File: src/rtl/branch_resolve_unit_pkg.sv
// Shared types for the branch resolve unit: entry states, widths
// and the ROB-relative age compare.
package branch_resolve_unit_pkg;

  localparam int IDX_W = 6;
  localparam int PC_W  = 16;

  typedef enum logic [1:0] {
    ST_FREE = 2'b00,
    ST_PEND = 2'b01,
    ST_OK   = 2'b10
  } ent_st_e;

  typedef struct packed {
    ent_st_e          st;
    logic [IDX_W-1:0] indx;
  } brch_ent_t;

  // True when a is strictly younger than b, measured from the ROB head.
  function automatic logic age_younger(
    input logic [IDX_W-1:0] a,
    input logic [IDX_W-1:0] b,
    input logic [IDX_W-1:0] head
  );
    logic [IDX_W-1:0] age_a;
    logic [IDX_W-1:0] age_b;
    age_a = a - head;
    age_b = b - head;
    return age_a > age_b;
  endfunction

endpackage

File: src/rtl/branch_resolve_unit_alloc_pick.sv
// Priority picker: maps up to four dispatch slots onto the lowest
// free branch entries, slot 0 first.
module brch_alloc_pick #(
  parameter int NUM_BRCH = 4
) (
  input  logic [3:0]                dspt_req,
  input  logic [NUM_BRCH-1:0]       ent_free,
  output logic [NUM_BRCH-1:0]       ent_we,
  output logic [NUM_BRCH-1:0][1:0]  ent_sel
);

  logic [NUM_BRCH-1:0] avail;
  logic                taken;

  always_comb begin
    ent_we  = '0;
    ent_sel = '0;
    avail   = ent_free;
    taken   = 1'b0;
    for (int s = 0; s < 4; s++) begin
      taken = 1'b0;
      if (dspt_req[s]) begin
        for (int e = 0; e < NUM_BRCH; e++) begin
          if (!taken && avail[e]) begin
            ent_we[e]  = 1'b1;
            ent_sel[e] = 2'(s);
            avail[e]   = 1'b0;
            taken      = 1'b1;
          end
        end
      end
    end
  end

endmodule

File: src/rtl/branch_resolve_unit.sv
// Branch tracking table: resolve/commit/flush producer.
// Optional perf counters with BRU_PERF_CNT_EN.
module branch_resolve_unit
  import branch_resolve_unit_pkg::*;
#(
  parameter int NUM_BRCH = 4
) (
  input  logic               clk,
  input  logic               rst,
  input  logic [3:0]         alloc_vld,
  input  logic [4*IDX_W-1:0] alloc_indx,
  output logic               alloc_rdy,
  input  logic               rslv_vld,
  input  logic [IDX_W-1:0]   rslv_indx,
  input  logic               rslv_mis,
  input  logic [PC_W-1:0]    rslv_tgt,
  input  logic [IDX_W-1:0]   rob_head,
  input  logic               cmt_vld,
  input  logic [IDX_W-1:0]   cmt_indx,
  output logic               mis_pred,
  output logic [IDX_W-1:0]   brch_mis_indx,
  output logic [PC_W-1:0]    redirect_pc,
  output logic               cmt_brch,
  output logic [IDX_W-1:0]   cmt_brch_indx,
  output logic [3:0]         free_cnt
`ifdef BRU_PERF_CNT_EN
  ,
  output logic [15:0]        perf_rslv,
  output logic [15:0]        perf_mis
`endif
);

  brch_ent_t [NUM_BRCH-1:0] ent_q, ent_d;

  logic                     mis_pred_q, mis_pred_d;
  logic [IDX_W-1:0]         brch_mis_indx_q, brch_mis_indx_d;
  logic [PC_W-1:0]          redirect_pc_q, redirect_pc_d;
  logic                     cmt_brch_q, cmt_brch_d;
  logic [IDX_W-1:0]         cmt_brch_indx_q, cmt_brch_indx_d;
  logic [3:0]               free_cnt_q, free_cnt_d;

  logic [NUM_BRCH-1:0]      ent_free;
  logic [NUM_BRCH-1:0]      ent_we;
  logic [NUM_BRCH-1:0][1:0] ent_sel;
  logic [2:0]               req_cnt;
  logic                     rslv_hit;
  logic                     mis_fire;
  logic                     cmt_hit;

  always_comb begin
    ent_free = '0;
    for (int e = 0; e < NUM_BRCH; e++)
      ent_free[e] = (ent_q[e].st == ST_FREE);
    req_cnt = {2'b0, alloc_vld[0]} + {2'b0, alloc_vld[1]}
            + {2'b0, alloc_vld[2]} + {2'b0, alloc_vld[3]};
  end

  assign alloc_rdy = ({1'b0, req_cnt} <= free_cnt_q);

  brch_alloc_pick #(
    .NUM_BRCH (NUM_BRCH)
  ) u_pick (
    .dspt_req (alloc_vld),
    .ent_free (ent_free),
    .ent_we   (ent_we),
    .ent_sel  (ent_sel)
  );

  always_comb begin
    ent_d    = ent_q;
    rslv_hit = 1'b0;
    cmt_hit  = 1'b0;
    for (int e = 0; e < NUM_BRCH; e++) begin
      if (rslv_vld && ent_q[e].st == ST_PEND &&
          ent_q[e].indx == rslv_indx)
        rslv_hit = 1'b1;
      if (cmt_vld && ent_q[e].st == ST_OK &&
          ent_q[e].indx == cmt_indx) begin
        cmt_hit     = 1'b1;
        ent_d[e].st = ST_FREE;
      end
    end
    mis_fire = rslv_hit && rslv_mis;

    for (int e = 0; e < NUM_BRCH; e++) begin
      if (rslv_hit && !rslv_mis && ent_q[e].st == ST_PEND &&
          ent_q[e].indx == rslv_indx)
        ent_d[e].st = ST_OK;
      // Squash the mispredicting branch and everything behind it.
      if (mis_fire && ent_q[e].st != ST_FREE &&
          (ent_q[e].indx == rslv_indx ||
           age_younger(ent_q[e].indx, rslv_indx, rob_head)))
        ent_d[e].st = ST_FREE;
    end

    if (alloc_rdy && !mis_fire) begin
      for (int e = 0; e < NUM_BRCH; e++) begin
        if (ent_we[e]) begin
          ent_d[e].st   = ST_PEND;
          ent_d[e].indx =
            alloc_indx[int'(ent_sel[e])*IDX_W +: IDX_W];
        end
      end
    end

    free_cnt_d = '0;
    for (int e = 0; e < NUM_BRCH; e++)
      free_cnt_d = free_cnt_d + {3'b0, ent_d[e].st == ST_FREE};

    mis_pred_d      = mis_fire;
    brch_mis_indx_d = mis_fire ? rslv_indx : brch_mis_indx_q;
    redirect_pc_d   = mis_fire ? rslv_tgt  : redirect_pc_q;
    cmt_brch_d      = cmt_hit;
    cmt_brch_indx_d = cmt_hit  ? cmt_indx  : cmt_brch_indx_q;
  end

  always_ff @(posedge clk) begin
    if (rst) begin
      ent_q           <= '0;
      mis_pred_q      <= 1'b0;
      brch_mis_indx_q <= '0;
      redirect_pc_q   <= '0;
      cmt_brch_q      <= 1'b0;
      cmt_brch_indx_q <= '0;
      free_cnt_q      <= 4'(NUM_BRCH);
    end else begin
      ent_q           <= ent_d;
      mis_pred_q      <= mis_pred_d;
      brch_mis_indx_q <= brch_mis_indx_d;
      redirect_pc_q   <= redirect_pc_d;
      cmt_brch_q      <= cmt_brch_d;
      cmt_brch_indx_q <= cmt_brch_indx_d;
      free_cnt_q      <= free_cnt_d;
    end
  end

  assign mis_pred      = mis_pred_q;
  assign brch_mis_indx = brch_mis_indx_q;
  assign redirect_pc   = redirect_pc_q;
  assign cmt_brch      = cmt_brch_q;
  assign cmt_brch_indx = cmt_brch_indx_q;
  assign free_cnt      = free_cnt_q;

`ifdef BRU_PERF_CNT_EN
  logic [15:0] perf_rslv_q, perf_rslv_d;
  logic [15:0] perf_mis_q, perf_mis_d;

  always_comb begin
    perf_rslv_d = perf_rslv_q;
    perf_mis_d  = perf_mis_q;
    if (rslv_hit && perf_rslv_q != 16'hFFFF)
      perf_rslv_d = perf_rslv_q + 16'd1;
    if (mis_fire && perf_mis_q != 16'hFFFF)
      perf_mis_d = perf_mis_q + 16'd1;
  end

  always_ff @(posedge clk) begin
    if (rst) begin
      perf_rslv_q <= '0;
      perf_mis_q  <= '0;
    end else begin
      perf_rslv_q <= perf_rslv_d;
      perf_mis_q  <= perf_mis_d;
    end
  end

  assign perf_rslv = perf_rslv_q;
  assign perf_mis  = perf_mis_q;
`endif

endmodule

File: config.mk
export PLATFORM = sky130hd
export DESIGN_NAME = branch_resolve_unit
export DESIGN_NICKNAME = d
export VERILOG_FILES = /design/src/rtl/branch_resolve_unit_pkg.sv /design/src/rtl/branch_resolve_unit_alloc_pick.sv /design/src/rtl/branch_resolve_unit.sv
export SDC_FILE = /design/constraint.sdc
export NUM_CORES = 1
export LEC_CHECK = 0
export CAP_MARGIN = 10
export CORE_MARGIN = 2
export CORE_UTILIZATION = 55
export CTS_CLUSTER_SIZE = 20
export DETAILED_ROUTE_END_ITERATION = 16
export GPL_TIMING_DRIVEN = 1
export PLACE_DENSITY = 0.8
export SKIP_LAST_GASP = 1
export SYNTH_ARGS = -nofsm -noshare
export SYNTH_HDL_FRONTEND = slang
export SYNTH_SLANG_ARGS = --single-unit
File: constraint.sdc
create_clock -name clk -period 8.6 [get_ports clk]
set_clock_uncertainty 0.15 [all_clocks]
set_input_delay 2.58 -clock clk [delete_from_list [all_inputs] [get_ports clk]]
set_output_delay 2.58 -clock clk [all_outputs]
set_load 0.01 [all_outputs]
==> metrics <==
setup repair after global routing missed its margin false; Min-Delay Path Depth 2; number of library cell types mapped by synthesis 76; number of synthesized flops with an enable pin 0; gate count of the mapped netlist roughly 770; drc violations 0; Slew @ Worst Pin 1.314 ns; final cell area excluding filler cells about 7500 sq um; internal power 1.192 mW; kind of path behind the tightest hold check reg2reg; most frequently used cell type in the post-synthesis netlist nand2_1; CTS clk-pin slew, worst paths 0.06 ns; share of synthesized area occupied by flip-flops and latches roughly a fifth; Lkg Pwr 3.107 nW; Vias per Instance 6.328; antenna cell count 0; number of buffers created by CTS 9; Final Wtd Congestion 0.9684; number of nets produced by synthesis 886; power per cell area 286.7 nW/um^2; Row Count 38; total detailed-routing wirelength 19250 microns; initial antenna violation count 0; worst slew margin relative to its limit 12.26%; count of TritonRoute iterations in the first routing pass 7; switch share between 40% and 50%; Critical Path Fanout Max 2; proportion of register bits with asynchronous set or reset after synthesis 0%; minimum setup slack after placement approximately 0.54 ns; Area Growth Syn to Fin 20.95%; top cells by area, synth dfxtp_1 21%, ha_1 9.3%, mux2i_1 8.9%; Data required, critical path ~6 ns; Primary FF master, synth dfxtp_1; final worst path period share 93.78%; Reg power frac a little under a quarter; root buffer cell clkbuf_16; net switching power 957.6 uW; area of the die 12140 sq um; Final Hold Vio Count 0; number of instances resized during post-cts repair 0; global-route wire length before repair 30880 microns; post-route worst setup slack 0.5347 ns; final-stage net count 955; All-Layer GR Usage 33.11%; most area-hungry cell type in the Yosys netlist dfxtp_1; overall via count from detail_route slightly above 6000; cts-stage hold buffer count 0; clock network fraction of design power a little under a fifth; Avg Inst Size Synth 8.092 sq um; H-tree depth 3; count of pins over their slew limit 0; setup violators final 0; crit start category primary input; filler-free cell count of the finished design 980; Port-buffer cells 100; summed instance area of the synthesized netlist between 6000 and 7000 sq um; pin count of the biggest net entering global routing 58; total negative setup slack 0 ns; register bit count reported by yosys 65; Ports 102; outcome finished, final reports clean; Highest Clock Rate around 120 MHz; CP Data Arrival Time 5.34 ns; insertion delay to the later sink of the worst-skew pair 0.35 ns; Congestion Overflow GR 0; share of final-layout standard cells stronger than drive strength 1 5.357%; # clock sinks 65; number of warnings printed during yosys synthesis 0; buffer count from post-CTS setup fixing 0; Routed wire per std cell 19.64 microns; maximum vdd drop 0.0002211 V; Worst setup EP type output port; starting density of the core 56.68%; clk buf depth 2; Core Footprint 10940 sq um; total half-perimeter wirelength after legalization and detailed placement 14780 microns; die extent in y 110.2 microns; Die Width 110.2 microns; total power ~2.1 mW; critical setup path kind in2out; area share of the leading cell type in the synthesized netlist 20.99%; utilization after layout 68.56%; fillcell total 907; instance area after placement between 7000 and 8000 sq um; worst reg-to-reg path cell count 18; DRT antenna net count 0; drt first-iter violations 485; part of the total power dissipated in combinational logic 58.5%; Placed Instances about 960; worst hold slack 0.3040 ns; Min Clock Period, post-route 8.065 ns; # Max-Cap Violations 0; TritonCTS clock tree done; Commonest cells post-synth 77 x nand2_1, 65 x dfxtp_1, 55 x mux2i_1; vias in the first global route 6100
## critical path, stage by stage
cell             delay, ns
clkdlybuf4s50_1       0.45
fa_1                  0.50
ha_1                  0.20
ha_1                  0.27
ha_1                  0.28
nor2b_1               0.13
o21ai_0               0.14
inv_1                 0.07
o21ai_1               0.15
clkdlybuf4s50_1       0.56
## routing by layer
metal	global-route usage, %	share of wire, %
met1	41.82	42
met2	54.29	47
met3	8.642	8.6
met4	12.32	2.5
met5	0	0
## kinds of logic after synthesis
logic type	synth area share (%)
AO/OA/AOI/OAI	21.90
XOR/XNOR	9.750
flip-flops	20.99
buffers and inverters	5.712
adder cells (fa/ha/maj)	12.19
multiplexers	8.882
other	0.06050
AND/OR/NAND/NOR	20.51
## placed cells by master, fill, tap and decap left out, types with 4 or more instances in the layout
master,instances
clkdlybuf4s50_1,99
nand2_1,77
dfxtp_1,65
mux2i_1,55
a21oi_1,51
xor2_1,50
nor2_1,50
ha_1,46
inv_1,27
nor2b_1,26
o21ai_0,22
nor3_1,22
xnor2_1,19
nand3_1,18
a211oi_1,12
or3_1,10
o21a_1,10
o31ai_1,10
a21o_1,9
clkbuf_16,9
a31oi_1,8
nand4_1,8
nand2b_1,7
o211ai_1,7
fa_1,7
or2_2,6
o41ai_1,6
a211o_1,6
a22o_1,6
buf_4,6
nor4_1,4
nand4b_1,4
maj3_1,4
and3_1,4
## power by group through the flow
stage          registers (mW)  logic, mW  clock network (mW)
6_report                0.490       1.26               0.403
3_5_place_dp            0.492       1.23                   0
5_1_grt                 0.497       1.39               0.420
2_1_floorplan           0.440      0.964                   0
4_1_cts                 0.486       1.24               0.408
3_3_place_gp            0.490       1.18                   0
## final timing paths
path | from | endpoint | slack [ns]
max | alloc_vld[0] | alloc_rdy | 0.53
min | redirect_pc[15] | redirect_pc[15] | 0.30
max reg2reg | ent_q[24] | free_cnt[1] | 4.10
min reg2reg | redirect_pc[15] | redirect_pc[15] | 0.30
## sequential cells by signal, summed over array words and instances, names as in the netlist
name,count
mis_pred,1
ent_q,32
cmt_brch,1
redirect_pc,16
brch_mis_indx,6
free_cnt,3
cmt_brch_indx,6
## final cells by class
cell class / instances / area [sq um] / area share (%)
flip-flops and latches: 65 / 1301 / 17.36
repair buffers: 106 / 1041 / 13.89
multi-input cells: 625 / 4548 / 60.66
well taps: 140 / 175.2 / 2.336
inverters: 28 / 105.1 / 1.402
clock buffers: 9 / 225.2 / 3.004
clock inverters: 7 / 101.3 / 1.352
Power figures use the tool's default switching activity.
==> RTL edit 1, RTL diff (config.mk and constraints unchanged) <==
Change the package constant `IDX_W` from 6 to 8.
--- a/src/rtl/branch_resolve_unit_pkg.sv
+++ b/src/rtl/branch_resolve_unit_pkg.sv
@@ -2,7 +2,7 @@
 // and the ROB-relative age compare.
 package branch_resolve_unit_pkg;
 
-  localparam int IDX_W = 6;
+  localparam int IDX_W = 8;
   localparam int PC_W  = 16;
 
   typedef enum logic [1:0] {
Interface: changed (6 resized); port bits go from 102 to 120. No check against the original RTL was run, so the function may have changed too.
==> RTL edit 1 against the unedited design <==
  * Power rose by 15%
  * Wire length grew 12%
  * Worst hold slack got worse by 0.0064 ns
  * Area after synthesis rose by 20%
  * Clock power is 7.7% higher
  * Sequential cell count is 12 higher
  * Design area increased by 20%
  * Worst setup slack worse by 0.090 ns
  * Non-clock buffer count is 22 higher
  * Sequential share of layout area fell by 0.20 points
  * Highest routed layer unchanged
==> RTL edit 1: results (changes against the unedited design) <==
synthesis:
  synth.area.top_cells: "dfxtp_1 21%, ha_1 9.8%, xnor2_1 7.8%"
  ys_seq_area_frac: 0.2072  # -0.002733
  synth_cells: 956  # +25%
  syn-num-nets: 1102  # +24%
  synth_common_cells: "111 x nand2_1, 88 x nor2_1, 77 x dfxtp_1"
  ys_types: 74  # -2.6%
timing:
  finalCritPeriodShare: 0.9482  # +0.01041
  slew_headroom: 0.2487  # +0.1262
  whs_ns: 0.2977  # -0.006384 ns
placement:
  dp_slack_ns: 0.4338  # -0.1075 ns
  gp_congestion: 0.9163  # -5.4%
  hpwl_um: 16580  # +12%
  io_buffers: 118  # +18%
  place_area_sq_mm: 0.008646  # +21%
final_layout:
  largest_reg_flops: 40  # +25%
  drive_above_1_share: 0.04436  # -0.009213
  layout.cells.non_filler: 1213  # +24%
  diodes: 0  # unchanged
  nFillCells: 1133  # +25%
worst_setup_path:
  startpoint: "alloc_vld[1]"
  ff2ff_path_depth: 20  # +2
  reg2reg_slack_ns: 3.96  # -0.14 ns
  regToRegStartpoint: "ent_q[30]$_SDFFE_PP0P_"
route:
  vias: 7436  # +20%
  drt_first_iter_violations: 575  # +19%
  wl_per_cell_um: 17.84  # -9.1%
  first_pass_iters: 6  # -1
grt:
  grt_pass1_wl_um: 34630  # +12%
  grt_pass1_vias: 6933  # +14%
  grt_max_degree: 73  # +26%
hold_path:
  min_path_type: "flop to flop"
  hold_start: "redirect_pc[5]$_SDFFE_PP0P_"
cts:
  cts_max_level: 3  # unchanged
  cts_root_buffer: "clkbuf_16"
power:
  irDropWorstVdd_mv: 0.1330  # -40%
  p_leak_nw: 3.502  # +13%
  p_sw_mw: 1.094  # +14%
outcome:
  outcome: "complete, no violations"
==> RTL edit 1: cell count changes after synthesis, sizes merged, moves of 19 or more <==
cell    before  now
xor2        50   30
nand2       77  112
nor2        52   88
mux2i       55   33
clkbuf      20   39
xnor2       19   66
==> RTL edit 1: worst paths after layout <==
path,to
worst max register to register,free_cnt[2]$_SDFF_PP1_
worst min register to register,redirect_pc[5]$_SDFFE_PP0P_
worst max-delay path,alloc_rdy
worst min-delay path,redirect_pc[5]$_SDFFE_PP0P_
==> RTL edit 1: critical path, stage by stage <==
cell             delay, ns
clkdlybuf4s50_1       0.50
fa_1                  0.43
ha_1                  0.20
ha_1                  0.28
ha_1                  0.28
nor2b_1               0.14
o21a_1                0.15
o21ai_0               0.26
clkdlybuf4s50_1       0.60
==> RTL edit 1: cell families (layout without fill, tap and decap cells) <==
group           after synthesis  in the layout  synth area share
xor+xnor                     96             96            0.1130
buf+inv                     104            185           0.05768
other cells                   1              1         0.0005041
compound gates              234            234            0.2139
simple gates                334            334            0.2173
fa+ha+maj                    69             69            0.1218
flops                        77             77            0.2072
mux                          41             41           0.06862
==> RTL edit 1: final cells by class <==
| cell class | count | area [sq um] | area share |
|---|---|---|---|
| Clock buffer | 9 | 225.2 | 0.02507 |
| Clock inverter | 6 | 112.6 | 0.01253 |
| Inverter | 42 | 157.7 | 0.01755 |
| Multi-Input combinational cell | 775 | 5475 | 0.6095 |
| Sequential cell | 77 | 1541 | 0.1716 |
| Tap cell | 176 | 220.2 | 0.02451 |
| Timing Repair Buffer | 128 | 1251 | 0.1393 |
==> RTL edit 1: layer usage <==
metal	track usage	routed length, um
met5	0	0
met4	0.1141	709
met3	0.03632	1474
met2	0.5075	10330
met1	0.3854	9133
==> RTL edit 1: power groups by stage <==
stage          Sequential, mW  Clock [mW]  Combinational, mW
2_1_floorplan           0.516           0               1.14
3_3_place_gp            0.562           0               1.42
3_5_place_dp            0.565           0               1.45
4_1_cts                 0.559       0.439               1.47
5_1_grt                 0.572       0.455               1.64
6_report                0.566       0.434               1.48
==> RTL edit 2, RTL diff (same settings) <==
Made on the original files. Put one more register stage on the output `mis_pred`. The value now appears one clock later. The other outputs are not delayed to match.
--- a/src/rtl/branch_resolve_unit.sv
+++ b/src/rtl/branch_resolve_unit.sv
@@ -134,7 +134,9 @@
     end
   end
 
-  assign mis_pred      = mis_pred_q;
+  always_ff @(posedge clk) begin
+    mis_pred <= mis_pred_q;
+  end
   assign brch_mis_indx = brch_mis_indx_q;
   assign redirect_pc   = redirect_pc_q;
   assign cmt_brch      = cmt_brch_q;
Check against the original RTL: not equivalent (a bounded check fails within 4 cycles, from zero or initial values and one cycle with rst high).
==> RTL edit 2 against the unedited design <==
  * Worst setup slack better by 0.055 ns
  * Worst hold slack worse by 0.12 ns
  * Global-route usage is 2.6 points lower
  * Largest power group unchanged
  * Core utilization is 0.73 points lower
  * Design area is 2.4% lower
  * Non-clock buffer count is 2 higher
  * Area after synthesis is 2.1% lower
  * Register-to-register slack worse by 0.23 ns
  * Wire length is 8.1% lower
  * Sequential share of layout area is 0.69 points higher
  * Sequential cell count is 1 higher
  * Highest routed layer unchanged
  * Maximum frequency is 0.69% higher
  * Power is 7.3% lower
==> RTL edit 2: results (changes against the unedited design) <==
outcome:
  outcome: "complete, no violations"
synthesis:
  muxShareOfSynthArea: 0.1507  # +0.06190
  syn-num-nets: 828  # -6.5%
  ys_seq_area_frac: 0.2177  # +0.007801
  synth.area.top_cells: "dfxtp_1 22%, mux2i_1 12%, ha_1 9.5%"
  synth-compound-area-share: 0.1610  # -0.05798
  synth_xor_area_frac: 0.09670  # -0.0007959
  synth_adder_area_share: 0.1311  # +0.009212
grt:
  grt_max_degree: 76  # +31%
  grt_pass1_wl_um: 28450  # -7.9%
  grt_use_total: 0.3056  # -0.02559
cts:
  cts_root_buffer: "clkbuf_8"
worst_setup_path:
  reg2reg_slack_ns: 3.87  # -0.23 ns
  regToRegStartpoint: "ent_q[25]$_SDFFE_PP0P_"
  slowest_delay_ns: 0.52  # -0.04 ns
hold_path:
  min_path_cells: 0  # -2
  holdPathEnd: "mis_pred$_DFF_P_"
route:
  drt_first_iter_violations: 343  # -29%
  wl_per_cell_um: 19.08  # -2.8%
  vias_per_cell: 6.209  # -1.9%
  first_pass_iters: 5  # -2
placement:
  hpwl_um: 13900  # -6.0%
  place_inst: 911  # -5.5%
timing:
  whs_ns: 0.1833  # -0.1207 ns
  slew_headroom: 0.2752  # +0.1526
final_layout:
  drive_above_1_share: 0.07116  # +0.01758
  nFillCells: 877  # -3.3%
  finalNetCount: 902  # -5.5%
## RTL edit 2: worst max path at each step
stage | endpoint | cells after the start | slack, ns
final | alloc_rdy | 10 | 0.59
after global routing | alloc_rdy | 10 | 0.44
after CTS | alloc_rdy | 10 | 0.58
after detailed placement | alloc_rdy | 10 | 0.59
after global placement | alloc_rdy | 10 | 0.64
after floorplan | alloc_rdy | 8 | 1.34
## RTL edit 2: kinds of logic after synthesis
logic type,after synthesis
simple gates,215
compound gates,139
mux,83
buf+inv,76
xor+xnor,67
flops,66
fa+ha+maj,61
other cells,1
## RTL edit 2: final cells by class
type                    count  area, sq um  share of cell area
multi-input cells         566         4427              0.6047
repair buffers            108         1056              0.1442
flip-flops and latches     66         1321              0.1805
well taps                 140        175.2             0.02393
clock inverters             7        101.3             0.01384
clock buffers               9        123.9             0.01692
inverters                  31        116.4             0.01589
## RTL edit 2: metal layers
metal	GRT usage	up-vias	share of wire
met2	0.5195	243	0.48
met1	0.3782	2767	0.42
met4	0.1108	0	0.023
li1	-	2703	-
met5	0	-	0
met3	0.06695	43	0.079
## RTL edit 2: power by group
part	leakage [nW]	switching, mW	internal [mW]
clock	0.112	0.134	0.166
combinational	2.33	0.632	0.567
sequential	0.537	0.120	0.371
## RTL edit 2: metrics by stage
| step | total power [mW] | instance area (sq um) | worst slack (ns) | util |
|---|---|---|---|---|
| 3_3_place_gp | 1.632 | 7096 | 0.6417 | 0.6574 |
| 4_1_cts | 1.983 | 7321 | 0.5755 | 0.6783 |
| 5_1_grt | 2.148 | 7321 | 0.4354 | 0.6783 |
| 6_report | 1.992 | 7321 | 0.5901 | 0.6783 |
| 3_5_place_dp | 1.678 | 7096 | 0.5895 | 0.6574 |
| 2_1_floorplan | 1.376 | 6068 | 1.342 | - |
